File: config.mk
export PLATFORM = sky130hd
export DESIGN_NAME = mpu_shift_ctrl
export DESIGN_NICKNAME = d
export VERILOG_FILES = /design/src/rtl/mpu_shift_ctrl.sv
export SDC_FILE = /design/constraint.sdc
export NUM_CORES = 1
export LEC_CHECK = 0
export BUFFER_PORTS_ARGS = -buffer_cell sky130_fd_sc_hd__buf_2
export CORE_UTILIZATION = 43
export CTS_BUF_LIST = sky130_fd_sc_hd__clkbuf_2
export CTS_CLUSTER_SIZE = 8
export DETAILED_ROUTE_END_ITERATION = 12
export PLACE_DENSITY = 0.8
export SLEW_MARGIN = 0
export SYNTH_ARGS = -nofsm -noshare
export SYNTH_HDL_FRONTEND = slang
export SYNTH_SLANG_ARGS = --single-unit
File: constraint.sdc
create_clock -name clk -period 2.05 [get_ports clk]
set_clock_uncertainty 0.2 [all_clocks]
set_input_delay 0.3075 -clock clk [delete_from_list [all_inputs] [get_ports clk]]
set_output_delay 0.3075 -clock clk [all_outputs]
set_load 0.005 [all_outputs]
File: src/rtl/mpu_shift_ctrl.sv
// Shift-chain controller for the MPU accumulator array.
// Sequences C-row load, A/B outer-product accumulation and result drain, with
// stall-safe row/beat counting and an optional overlapped drain/load mode.
module mpu_shift_ctrl #(
  parameter int unsigned ML      = 4,
  parameter int unsigned KW      = 8,
  parameter int unsigned OVERLAP = 0,
  localparam int unsigned CW     = $clog2(ML)
) (
  input  logic          clk,
  input  logic          reset,
  input  logic          c_valid,
  output logic          c_ready,
  input  logic          ab_valid,
  input  logic          ab_last,
  output logic          ab_ready,
  output logic          d_valid,
  input  logic          d_ready,
  output logic          en_c,
  output logic          en_ab,
  output logic          en_d,
  output logic [CW-1:0] row_idx,
  output logic [KW-1:0] k_cnt,
  output logic          k_ovf,
  output logic          busy
);

  typedef enum logic [1:0] {
    StIdle  = 2'd0,
    StLdC   = 2'd1,
    StOpAcc = 2'd2,
    StDrain = 2'd3
  } state_e;

  localparam logic [CW-1:0] LastRow = CW'(ML - 1);
  localparam logic [KW-1:0] KMax    = {KW{1'b1}};

  state_e        state_q, state_d;
  state_e        state_out;
  logic [CW-1:0] row_q, row_d;
  logic [KW-1:0] k_q, k_d;
  logic          ovf_q, ovf_d;

  // While reset is held the outputs decode as IDLE, so c_ready is already 1 and
  // nothing is enabled even before the first reset edge has landed.
  assign state_out = reset ? StIdle : state_q;

  // Moore readies (plus the overlapped cross-coupling) and the shift enables.
  always_comb begin
    c_ready  = 1'b0;
    ab_ready = 1'b0;
    d_valid  = 1'b0;
    en_c     = 1'b0;
    en_ab    = 1'b0;
    en_d     = 1'b0;
    unique case (state_out)
      StIdle, StLdC: begin
        c_ready = 1'b1;
        en_c    = c_valid;
      end
      StOpAcc: begin
        ab_ready = 1'b1;
        en_ab    = ab_valid;
      end
      StDrain: begin
        if (OVERLAP != 0) begin
          // c_ready sees only d_ready and d_valid only c_valid: no loop.
          c_ready = d_ready;
          d_valid = c_valid;
          en_c    = c_valid & d_ready;
          en_d    = c_valid & d_ready;
        end else begin
          d_valid = 1'b1;
          en_d    = d_ready;
        end
      end
      default: ;
    endcase
    if (reset) begin
      en_c  = 1'b0;
      en_ab = 1'b0;
      en_d  = 1'b0;
    end
  end

  // Next-state and counter updates, advanced only by accepted beats.
  always_comb begin
    state_d = state_q;
    row_d   = row_q;
    k_d     = k_q;
    ovf_d   = ovf_q;
    unique case (state_q)
      StIdle: begin
        if (en_c) begin
          state_d = StLdC;
          row_d   = CW'(1);
        end
      end
      StLdC: begin
        if (en_c) begin
          if (row_q == LastRow) begin
            state_d = StOpAcc;
            row_d   = '0;
            k_d     = '0;
            ovf_d   = 1'b0;
          end else begin
            row_d = row_q + CW'(1);
          end
        end
      end
      StOpAcc: begin
        if (en_ab) begin
          // Saturate rather than wrap; the lost increment is flagged.
          if (k_q == KMax) ovf_d = 1'b1;
          else             k_d   = k_q + KW'(1);
          if (ab_last) begin
            state_d = StDrain;
            row_d   = '0;
          end
        end
      end
      StDrain: begin
        if (en_d) begin
          if (row_q == LastRow) begin
            row_d = '0;
            if (OVERLAP != 0) begin
              // Next C tile has shifted in alongside the drain.
              state_d = StOpAcc;
              k_d     = '0;
              ovf_d   = 1'b0;
            end else begin
              state_d = StIdle;
            end
          end else begin
            row_d = row_q + CW'(1);
          end
        end
      end
      default: state_d = StIdle;
    endcase
  end

  // State and counter registers with synchronous reset.
  always_ff @(posedge clk) begin
    if (reset) begin
      state_q <= StIdle;
      row_q   <= '0;
      k_q     <= '0;
      ovf_q   <= 1'b0;
    end else begin
      state_q <= state_d;
      row_q   <= row_d;
      k_q     <= k_d;
      ovf_q   <= ovf_d;
    end
  end

  assign row_idx = row_q;
  assign k_cnt   = k_q;
  assign k_ovf   = ovf_q;
  assign busy    = (state_q != StIdle);

endmodule

## Word-level counts from Yosys, hierarchy flattened

Index checks and enable logic that the tools add are counted.

| operators by class | value |
|---|---|
| $add $sub $neg | 2 |
| multiplexer cells | 34 |
| reduce and logical (&&, ||, !) cells | 9 |
| equality and inequality tests | 17 |

Operators by type and width:

| cell | number |
|---|---|
| $mux 8 | 4 |
| $mux 2 | 13 |
| $ne 2x2->1 const B | 9 |
| $pmux 2 s4 | 2 |
| $pmux 8 s2 | 1 |
| $reduce_and 5->1 | 3 |
| $mux 1 | 13 |
| $eq 2x2->1 const B | 5 |
| $add 8x1->8 const B | 1 |
| $eq 8x8->1 const B | 1 |
| $reduce_and 7->1 | 1 |
| $eq 2x1->1 const B | 2 |
| $logic_not 2->1 | 2 |
| $reduce_bool 2->1 | 2 |
| $add 2x1->2 const B | 1 |
| $pmux 1 s2 | 1 |
| $reduce_or 2->1 | 1 |

| storage, ports and cells | value |
|---|---|
| register bits after elaboration | 13 |

## Depth between registers and ports, before layout

Gate-level depths: netlist of the first run.

| logic depth | value |
|---|---|
| depth in word-level cells | 7 |
| gate-level depth with buffers | 6 |
| mapped depth without buffers | 6 |

## Least setup slack after synthesis of the first run

OpenSTA, ideal clock, no wires.

| timing | value |
|---|---|
| path kind | register to register |
| from | register state_q[0] |
| to | register state_q[0] |
| cell stages (with the launch flop) | 6 |
| buffers on the path | 1 |
| setup time | 0.116 ns |
| path slack | 0.140 ns |
| data required time | 1.734 ns |
| data arrival time | 1.594 ns |
| cells stage by stage | dfxtp_1 > inv_1 > ha_1 > clkbuf_1 > or4_1 > and3_1 |

| on the way | value |
|---|---|
| cells in the longest elaborated chain, start to end | 7 |
| elaborated cells between the ends (all ways) | 25 |
| those cells by class | eq/ne: 13; mux: 8; reduce/logical: 4 |

Ends and longest elaborated chain:

| item | line | RTL |
|---|---|---|
| from (decl) | 38 | `state_e state_q, state_d;` |
| from (signal assigned) | 146 | `state_q <= StIdle;` |
| from (signal assigned) | 151 | `state_q <= state_d;` |
| $mux 2 | 46 | `assign state_out = reset ? StIdle : state_q;` |
| $eq 2x1->1 / $logic_not 2->1 (equally long branches) | 56 | `unique case (state_out)` |
| $reduce_or 2->1 | 56 |  |
| $mux 1 | 56 |  |
| $mux 1 | 79 | `if (reset) begin` |
| $ne 2x2->1 (no line) | -- |  |
| $reduce_and 7->1 (no line) | -- |  |

Several ways; a longest one is shown, not always the timed one.
A chain may end at the register's enable or synchronous reset.

## Final worst setup path of the first run

| timing | value |
|---|---|
| from | register state_q[0] |
| to | register row_q[1] (netlist: row_idx[1]) |

| on the way | value |
|---|---|
| cells in the longest elaborated chain, start to end | 7 |
| elaborated cells between the ends (all ways) | 23 |
| those cells by class | eq/ne: 11; mux: 8; reduce/logical: 4 |

Ends and longest elaborated chain:

| item | line | RTL |
|---|---|---|
| $mux 2 | 46 |  |
| $eq 2x1->1 / $logic_not 2->1 (equally long branches) | 56 |  |
| $reduce_or 2->1 | 56 |  |
| $mux 1 | 56 |  |
| $mux 1 | 79 |  |
| $ne 2x2->1 (no line) | -- |  |
| $reduce_and 5->1 (no line) | -- |  |
| to (signal assigned) | 152 | `row_q <= row_d;` |
| to (decl) | 40 | `logic [CW-1:0] row_q, row_d;` |

Several ways; a longest one is shown, not always the timed one.

==> metrics.yaml, run 1 <==
largest_net_degree_at_the_start_of_global_routing: 11
io_buffer_count: 23
coreArea_mm2: 0.00180
detailroute.via_count: 976
clock_sink_count: 13
critPathRequiredTime_ns: 2.09
synth_enable_flop_cells: 0
seq_power_share_pct: 30.3
cp_max_fo: 6
final_nets: 154
layout_worst_path_cycle_share_pct: 97.3
std_cell_rows: 15
final_number_of_hold_violating_endpoints: 0
pwr-share-comb_pct: 55.3
crit_arrival_ns: 2.04
timing.critical_path.from_type: "flop"
globalRoute.busiestLayer: "met2"
setup_tns_ns: 0
worst_slew_pin_slew_ns: 0.461
asyncSetResetFlopFracSynth_pct: 0
drtPass1Iterations: 4
layout.cells.non_filler: 166
endpoint: "row_idx[1]"
first_global_vias: 774
cts_tree: "built"
power_report.internal_total_uw: 582
grt_overflow_total: 0
design_power_total_mw: 1.02
groute.layer.met3.usage_pct: 4.71
crit_type: "flop to flop"
ys_ff_latch: 13
p_per_area_mw_per_mm2: 907
synthesized_nets: 117
dp.final_hpwl_um: 1780
antenna_left: 0
rrSetupSlack_ns: 0.05
gp_routability_congestion: 0.961
synth_cells: 105
clock-root-buffer: "sky130_fd_sc_hd__clkbuf_2"
floorplan.die_area_mm2: 0.00218
initial_core_util_pct: 47.6
cts.htree.levels: 1
number_of_drc_markers_in_iteration_0: 32
outcome: "complete, no violations"
mappedNetlistArea_um2: 857
routedWlPerCell_um: 14.1
initial_antenna_violation_count: 0
routed_via_density: 5.88
clockPowerShare_pct: 14.4
wire_length_of_the_first_global_routing_pass_um: 3440
drv_cap: 0
ff2ff_path_depth: 6
timing_startpoint_of_the_critical_path: "state_q[0]"
cts.reportedPaths.clkPinSlew_ns: 0.15
place_inst: 162
synth_ff_type: "sky130_fd_sc_hd__dfxtp_1"
die_w_um: 46.6
globalRouteMet2Util_pct: 33.6
ys_types: 38
met1_usage_pct: 32.3
grt_util_all_layers_pct: 22.9
fin_crit_ns: 2.00
critical_path.reg2reg.startpoint: "state_q[0]"
maximum_root_to_sink_buffer_count: 2
drive_above_1_share_pct: 32.6
io_pins: 24
final_util_pct: 62.2
hold_path_class: "input pin to flop"
cts_hold_repair.buffers: 0
drc_viols: 0
vdd.ir_drop.worst_mv: 0.568
crit_path_end_kind: "flop"
max_freq_ghz: 0.501
detailed_place.area_mm2: 0.00108
hold_depth: 3
dieHeight_um: 46.6
synthesis.yosys.warnings: 0
numCtsBuffers: 3
max_slew_margin_pct: 68.4
route.final.wire_length_um: 2350
slew_violations: 0
p_leak_nw: 0.486
final_cell_area_mm2: 0.00112
seq_area_frac_synth_pct: 30.4
power.switching_fraction_pct: 42.8
insertion_delay_ns: 0.29
setup_viol_count_final: 0
net-switching-power_uw: 434
post_synth.cell_area_avg_um2: 8.16
diodes: 0
regToRegEndpoint: "row_idx[1]"
syn_to_final_growth_pct: 30.7
setup_repair_after_global_routing_missed_its_margin: "yes"
[final cells by class]
class | count | area [um^2]
Clock buffer | 4 | 20.0
Multi-Input combinational cell | 80 | 566
Timing Repair Buffer | 35 | 205
Tap cell | 25 | 31.3
Sequential cell | 13 | 264
Fill cell | 158 | 682
Inverter | 9 | 33.8
[repair_timing]
| action | 4_1_cts | 5_1_grt |
|---|---|---|
| setup endpoints to repair | 3 | 6 |
| hold endpoints to repair | 0 | 0 |
| setup buffers | 0 | 0 |
| gates resized for setup | 2 | 4 |
[worst max-delay path, cell delays in order (launching register included)]
cell	delay, ns
sky130_fd_sc_hd__dfxtp_1	0.35
sky130_fd_sc_hd__buf_4	0.15
sky130_fd_sc_hd__ha_1	0.24
sky130_fd_sc_hd__nor2_1	0.19
sky130_fd_sc_hd__o22ai_2	0.16
sky130_fd_sc_hd__or4_1	0.50
sky130_fd_sc_hd__a21oi_1	0.15
[state kept, by name, summed over array words and instances (netlist names)]
| name | flops |
|---|---|
| k_ovf | 1 |
| k_cnt | 8 |
| state_q | 2 |
| row_idx | 2 |
[synthesized netlist by cell type (all sizes together) (2+ instances only)]
master / n / area [um^2]
nand2b: 4 / 25.0
nor3: 2 / 10.0
ha: 6 / 75.1
and3: 2 / 12.5
or4: 3 / 22.5
dfxtp: 13 / 260
mux2i: 2 / 20.0
nand2: 8 / 30.0
clkbuf: 2 / 7.51
inv: 9 / 33.8
o22ai: 3 / 18.8
and4bb: 2 / 25.0
o311ai: 2 / 17.5
a21oi: 3 / 15.0
or3: 2 / 12.5
o21ai: 6 / 30.0
nor2: 7 / 26.3
a31oi: 2 / 12.5
o31ai: 2 / 15.0
nand3: 2 / 10.0
nand4: 3 / 18.8
a211oi: 2 / 15.0
o32ai: 2 / 17.5
nor4: 2 / 12.5
[power by group through the flow]
stage	clock (mW)	sequential [mW]	combinational, mW
finish	0.147	0.308	0.562
floorplan	0	0.309	0.327
global placement	0	0.304	0.520
CTS	0.145	0.303	0.541
detailed placement	0	0.307	0.534
global route	0.160	0.313	0.609
[worst min path at each step]
| stage | from | endpoint | slack, ns |
|---|---|---|---|
| 4_1_cts | reset | k_ovf | 0.17 |
| 3_5_place_dp | row_idx[1] | row_idx[1] | 0.28 |
| 5_1_grt | reset | k_cnt[0] | 0.17 |
| 6_report | reset | k_ovf | 0.16 |
| 3_3_place_gp | row_idx[1] | row_idx[1] | 0.28 |
| 2_1_floorplan | row_idx[1] | row_idx[1] | 0.28 |
[stage by stage]
stage	setup WS, ns	hold WS, ns
6_report	0.0549	0.163
5_1_grt	-0.0276	0.173
4_1_cts	0.0338	0.170
3_5_place_dp	0.00922	0.284
3_3_place_gp	0.0831	0.279
2_1_floorplan	0.140	0.282
[layout by cell type, fill, tap and decap left out, types with 3 or more instances in the layout]
master	netlist	final
sky130_fd_sc_hd__a21oi_1	3	3
sky130_fd_sc_hd__buf_2	1	23
sky130_fd_sc_hd__buf_4	0	12
sky130_fd_sc_hd__clkbuf_2	0	4
sky130_fd_sc_hd__dfxtp_1	13	12
sky130_fd_sc_hd__ha_1	6	5
sky130_fd_sc_hd__inv_1	9	9
sky130_fd_sc_hd__nand2_1	8	8
sky130_fd_sc_hd__nand2b_1	4	4
sky130_fd_sc_hd__nand4_1	3	3
sky130_fd_sc_hd__nor2_1	7	7
sky130_fd_sc_hd__o21ai_0	6	6
sky130_fd_sc_hd__or4_1	3	3
[cells by family (layout without fill, tap and decap cells)]
family | count (synthesis) | in the layout | synth area share [%]
flops | 13 | 13 | 30.4
mux | 2 | 2 | 2.34
buf+inv | 12 | 48 | 5.40
compound gates | 30 | 30 | 24.8
simple gates | 42 | 42 | 28.3
fa+ha+maj | 6 | 6 | 8.76
[per-layer routing]
metal,wire (um),part of all wire [%]
met1,1100,47
met2,1090,46
met3,130,5.5
met4,32,1.4
met5,0,0
(Power assumes the default switching activity.)
==> run 2: changes to the inputs <==
--- a/config.mk
+++ b/config.mk
@@ -5,12 +5,13 @@
 export SDC_FILE = /design/constraint.sdc
 export NUM_CORES = 1
 export LEC_CHECK = 0
+export ABC_AREA = 1
 export BUFFER_PORTS_ARGS = -buffer_cell sky130_fd_sc_hd__buf_2
 export CORE_UTILIZATION = 43
 export CTS_BUF_LIST = sky130_fd_sc_hd__clkbuf_2
 export CTS_CLUSTER_SIZE = 8
 export DETAILED_ROUTE_END_ITERATION = 12
-export PLACE_DENSITY = 0.8
+export PLACE_DENSITY = 0.79
 export SLEW_MARGIN = 0
 export SYNTH_ARGS = -nofsm -noshare
 export SYNTH_HDL_FRONTEND = slang
==> run 2 against run 1 <==
Against the previous run: register-to-register slack improved by 0.10 ns; combinational power rose by 36%; non-clock buffer count fell by 10; global-route usage fell by 2.8 points; largest power group unchanged; worst hold slack got worse by 0.040 ns; critical path depth rose by 2.
==> metrics.yaml, run 2 <==
outcome: "complete, no violations"
asyncSetResetFlopFracSynth_pct: 0  # unchanged
vdd.ir_drop.worst_mv: 0.732  # +29%
critPathRequiredTime_ns: 2.09  # about the same
setup_tns_ns: 0  # unchanged
coreArea_mm2: 0.00206  # +14%
crit_path_end_kind: "flop"
mappedNetlistArea_um2: 988  # +15%
synth_ff_type: "sky130_fd_sc_hd__dfxtp_1"
seq_area_frac_synth_pct: 26.3  # -4.0 points
cts_tree: "built"
cts.htree.levels: 1  # unchanged
netlist_top_cells_count: "sky130_fd_sc_hd__nand2_1, sky130_fd_sc_hd__nor2_1, sky130_fd_sc_hd__inv_1"
cts_post_setup_buffers_inserted: 0  # unchanged
detailroute.via_count: 1053  # +7.9%
crit_type: "flop to flop"
holdWs_ns: 0.123  # -0.0403 ns
dieHeight_um: 49.9  # +7.1%
route.final.wire_length_um: 2290  # -2.6%
synthesis.yosys.warnings: 0  # unchanged
final_number_of_hold_violating_endpoints: 0  # unchanged
syn_to_final_growth_pct: 16.7
synth_area_in_simple_gates_pct: 41.3  # +13 points
numCtsBuffers: 3  # unchanged
synth-compound-area-share_pct: 12.9  # -12 points
timing.critical_path.from_type: "flop"
drtPass1Iterations: 4  # unchanged
wire_length_of_the_first_global_routing_pass_um: 3900  # +13%
synth_enable_flop_cells: 0  # unchanged
ys_ff_latch: 13  # unchanged
crit_arrival_ns: 1.94  # -0.10 ns
synthesized_nets: 168  # +44%
maximum_root_to_sink_buffer_count: 2  # unchanged
std_cell_rows: 16  # +1
io_buffer_count: 23  # unchanged
synth.mux.area_fraction_pct: 0  # -2.3 points
synth_area_leaders: "sky130_fd_sc_hd__dfxtp_1, sky130_fd_sc_hd__nand2_1, sky130_fd_sc_hd__nor2_1, sky130_fd_sc_hd__inv_1, sky130_fd_sc_hd__ha_1"
final_nets: 196  # +27%
die_w_um: 49.9  # +7.1%
ys_types: 24  # -37%
dp.final_hpwl_um: 1700  # -4.3%
first_global_vias: 966  # +25%
hold_path_class: "input pin to flop"
max_freq_ghz: 0.528  # +5.4%
diodes: 0  # unchanged
most_area_hungry_cell_type_in_the_yosys_netlist: "sky130_fd_sc_hd__dfxtp_1"
clock_sink_count: 13  # unchanged
io_pins: 24  # unchanged
drive_above_1_share_pct: 23.5  # -9.1 points
fin_crit_ns: 1.89  # -0.102 ns
initial_antenna_violation_count: 0  # unchanged
ff2ff_path_depth: 8  # +2
synth_top_family_by_area: "simple AND/OR/NAND/NOR gates"
clock-root-buffer: "sky130_fd_sc_hd__clkbuf_2"
setup_viol_count_final: 0  # unchanged
synth_most_common_cell: "sky130_fd_sc_hd__nand2_1"
synth_adder_area_share_pct: 7.59  # -1.2 points
worst_slew_pin_slew_ns: 0.256  # -0.205 ns
largest_net_degree_at_the_start_of_global_routing: 12  # +1
number_of_drc_markers_in_iteration_0: 17  # -47%
cp_max_fo: 9  # +3
initial_core_util_pct: 47.9  # +0.37 points
fill_cells: 210  # +33%
routed_via_density: 5.01  # -15%
floorplan.die_area_mm2: 0.00249  # +15%
slew_violations: 0  # unchanged
cts.reportedPaths.clkPinSlew_ns: 0.16  # about the same
max_slew_margin_pct: 82.9  # +15 points
synth_cells: 156  # +49%
yosys.area_share.xor_xnor_pct: 0.886  # +0.89 points
post_synth.cell_area_avg_um2: 6.34  # -22%
hold_depth: 2  # -1
multi_input_gate_area_um2: 622  # +10%
p_leak_nw: 0.580  # +19%
commonest_non_fill_non_tap_cell_in_the_layout: "sky130_fd_sc_hd__nand2_1"
final_util_pct: 55.9  # -6.2 points
final-seq-area_um2: 262  # -0.95%
insertion_delay_ns: 0.29  # about the same
antenna_left: 0  # unchanged
gp_routability_congestion: 0.826  # -14%
final_cell_mix: "sky130_fd_sc_hd__nand2_1, sky130_fd_sc_hd__nor2_1, sky130_fd_sc_hd__buf_2, sky130_fd_sc_hd__inv_1, sky130_fd_sc_hd__dfxtp_1"
yosys.area.top_type_share_pct: 26.3  # -4.0 points
drv_cap: 0  # unchanged
largest_register_ff_count: 8  # unchanged
grt_overflow_total: 0  # unchanged
routedWlPerCell_um: 10.9  # -23%
drc_viols: 0  # unchanged
layout_worst_path_cycle_share_pct: 92.3  # -5.0 points
p_per_area_mw_per_mm2: 1080  # +19%
grt_util_all_layers_pct: 20.1  # -2.8 points
run 2: report_power, final:
| group | total, mW | internal, mW | switching (mW) |
|---|---|---|---|
| combinational | 0.762 | 0.259 | 0.503 |
| clock | 0.155 | 0.0517 | 0.103 |
| sequential | 0.330 | 0.291 | 0.0394 |
run 2: worst max-delay path, stage by stage (launching register included):
cell and delay (ns):
sky130_fd_sc_hd__dfxtp_1 0.39, sky130_fd_sc_hd__inv_1 0.17, sky130_fd_sc_hd__ha_2 0.33, sky130_fd_sc_hd__nor2_1 0.11, sky130_fd_sc_hd__a21oi_4 0.16, sky130_fd_sc_hd__nand2_4 0.12
sky130_fd_sc_hd__nor2_8 0.16, sky130_fd_sc_hd__nand2_1 0.07, sky130_fd_sc_hd__a21oi_1 0.13
run 2: metrics by stage:
stage                     instance area (um^2)  worst slack (ns)  std cells  power (mW)
after floorplan                            988             0.315        156       0.908
after global placement                    1130             0.114        206        1.07
after detailed placement                  1130            0.0909        206        1.09
after CTS                                 1150            0.0595        210        1.24
after global routing                      1150          -0.00364        210        1.36
final                                     1150             0.157        210        1.25
run 2: path summary, 6_finish.rpt:
check | slack, ns | end | start
hold reg to reg | 0.29 | k_ovf | k_ovf
hold / removal | 0.12 | row_idx[1] | reset
setup / recovery | 0.16 | k_cnt[3] | state_q[0]
setup reg to reg | 0.16 | k_cnt[3] | state_q[0]
run 2: final cells by class:
type / count / area share [%]
clock buffers: 4 / 1.74
multi-input cells: 118 / 53.9
inverters: 23 / 7.48
flip-flops and latches: 13 / 22.7
well taps: 27 / 2.93
repair buffers: 25 / 11.3
run 2: cells by family after synthesis:
| group | after synthesis |
|---|---|
| simple gates | 89 |
| flops | 13 |
| compound gates | 22 |
| fa+ha+maj | 6 |
| xor+xnor | 1 |
| buf+inv | 25 |
run 2: what timing repair did:
action                     4_1_cts  5_1_grt
setup endpoints to repair        0       13
hold buffers                     0        0
gates resized for setup          0        2
run 2: metal layers:
layer / routed length, um / track usage [%]
met3: 88 / 2.78
met5: 0 / 0
met2: 1120 / 34.7
met4: 37 / 9.52
met1: 1040 / 24.1
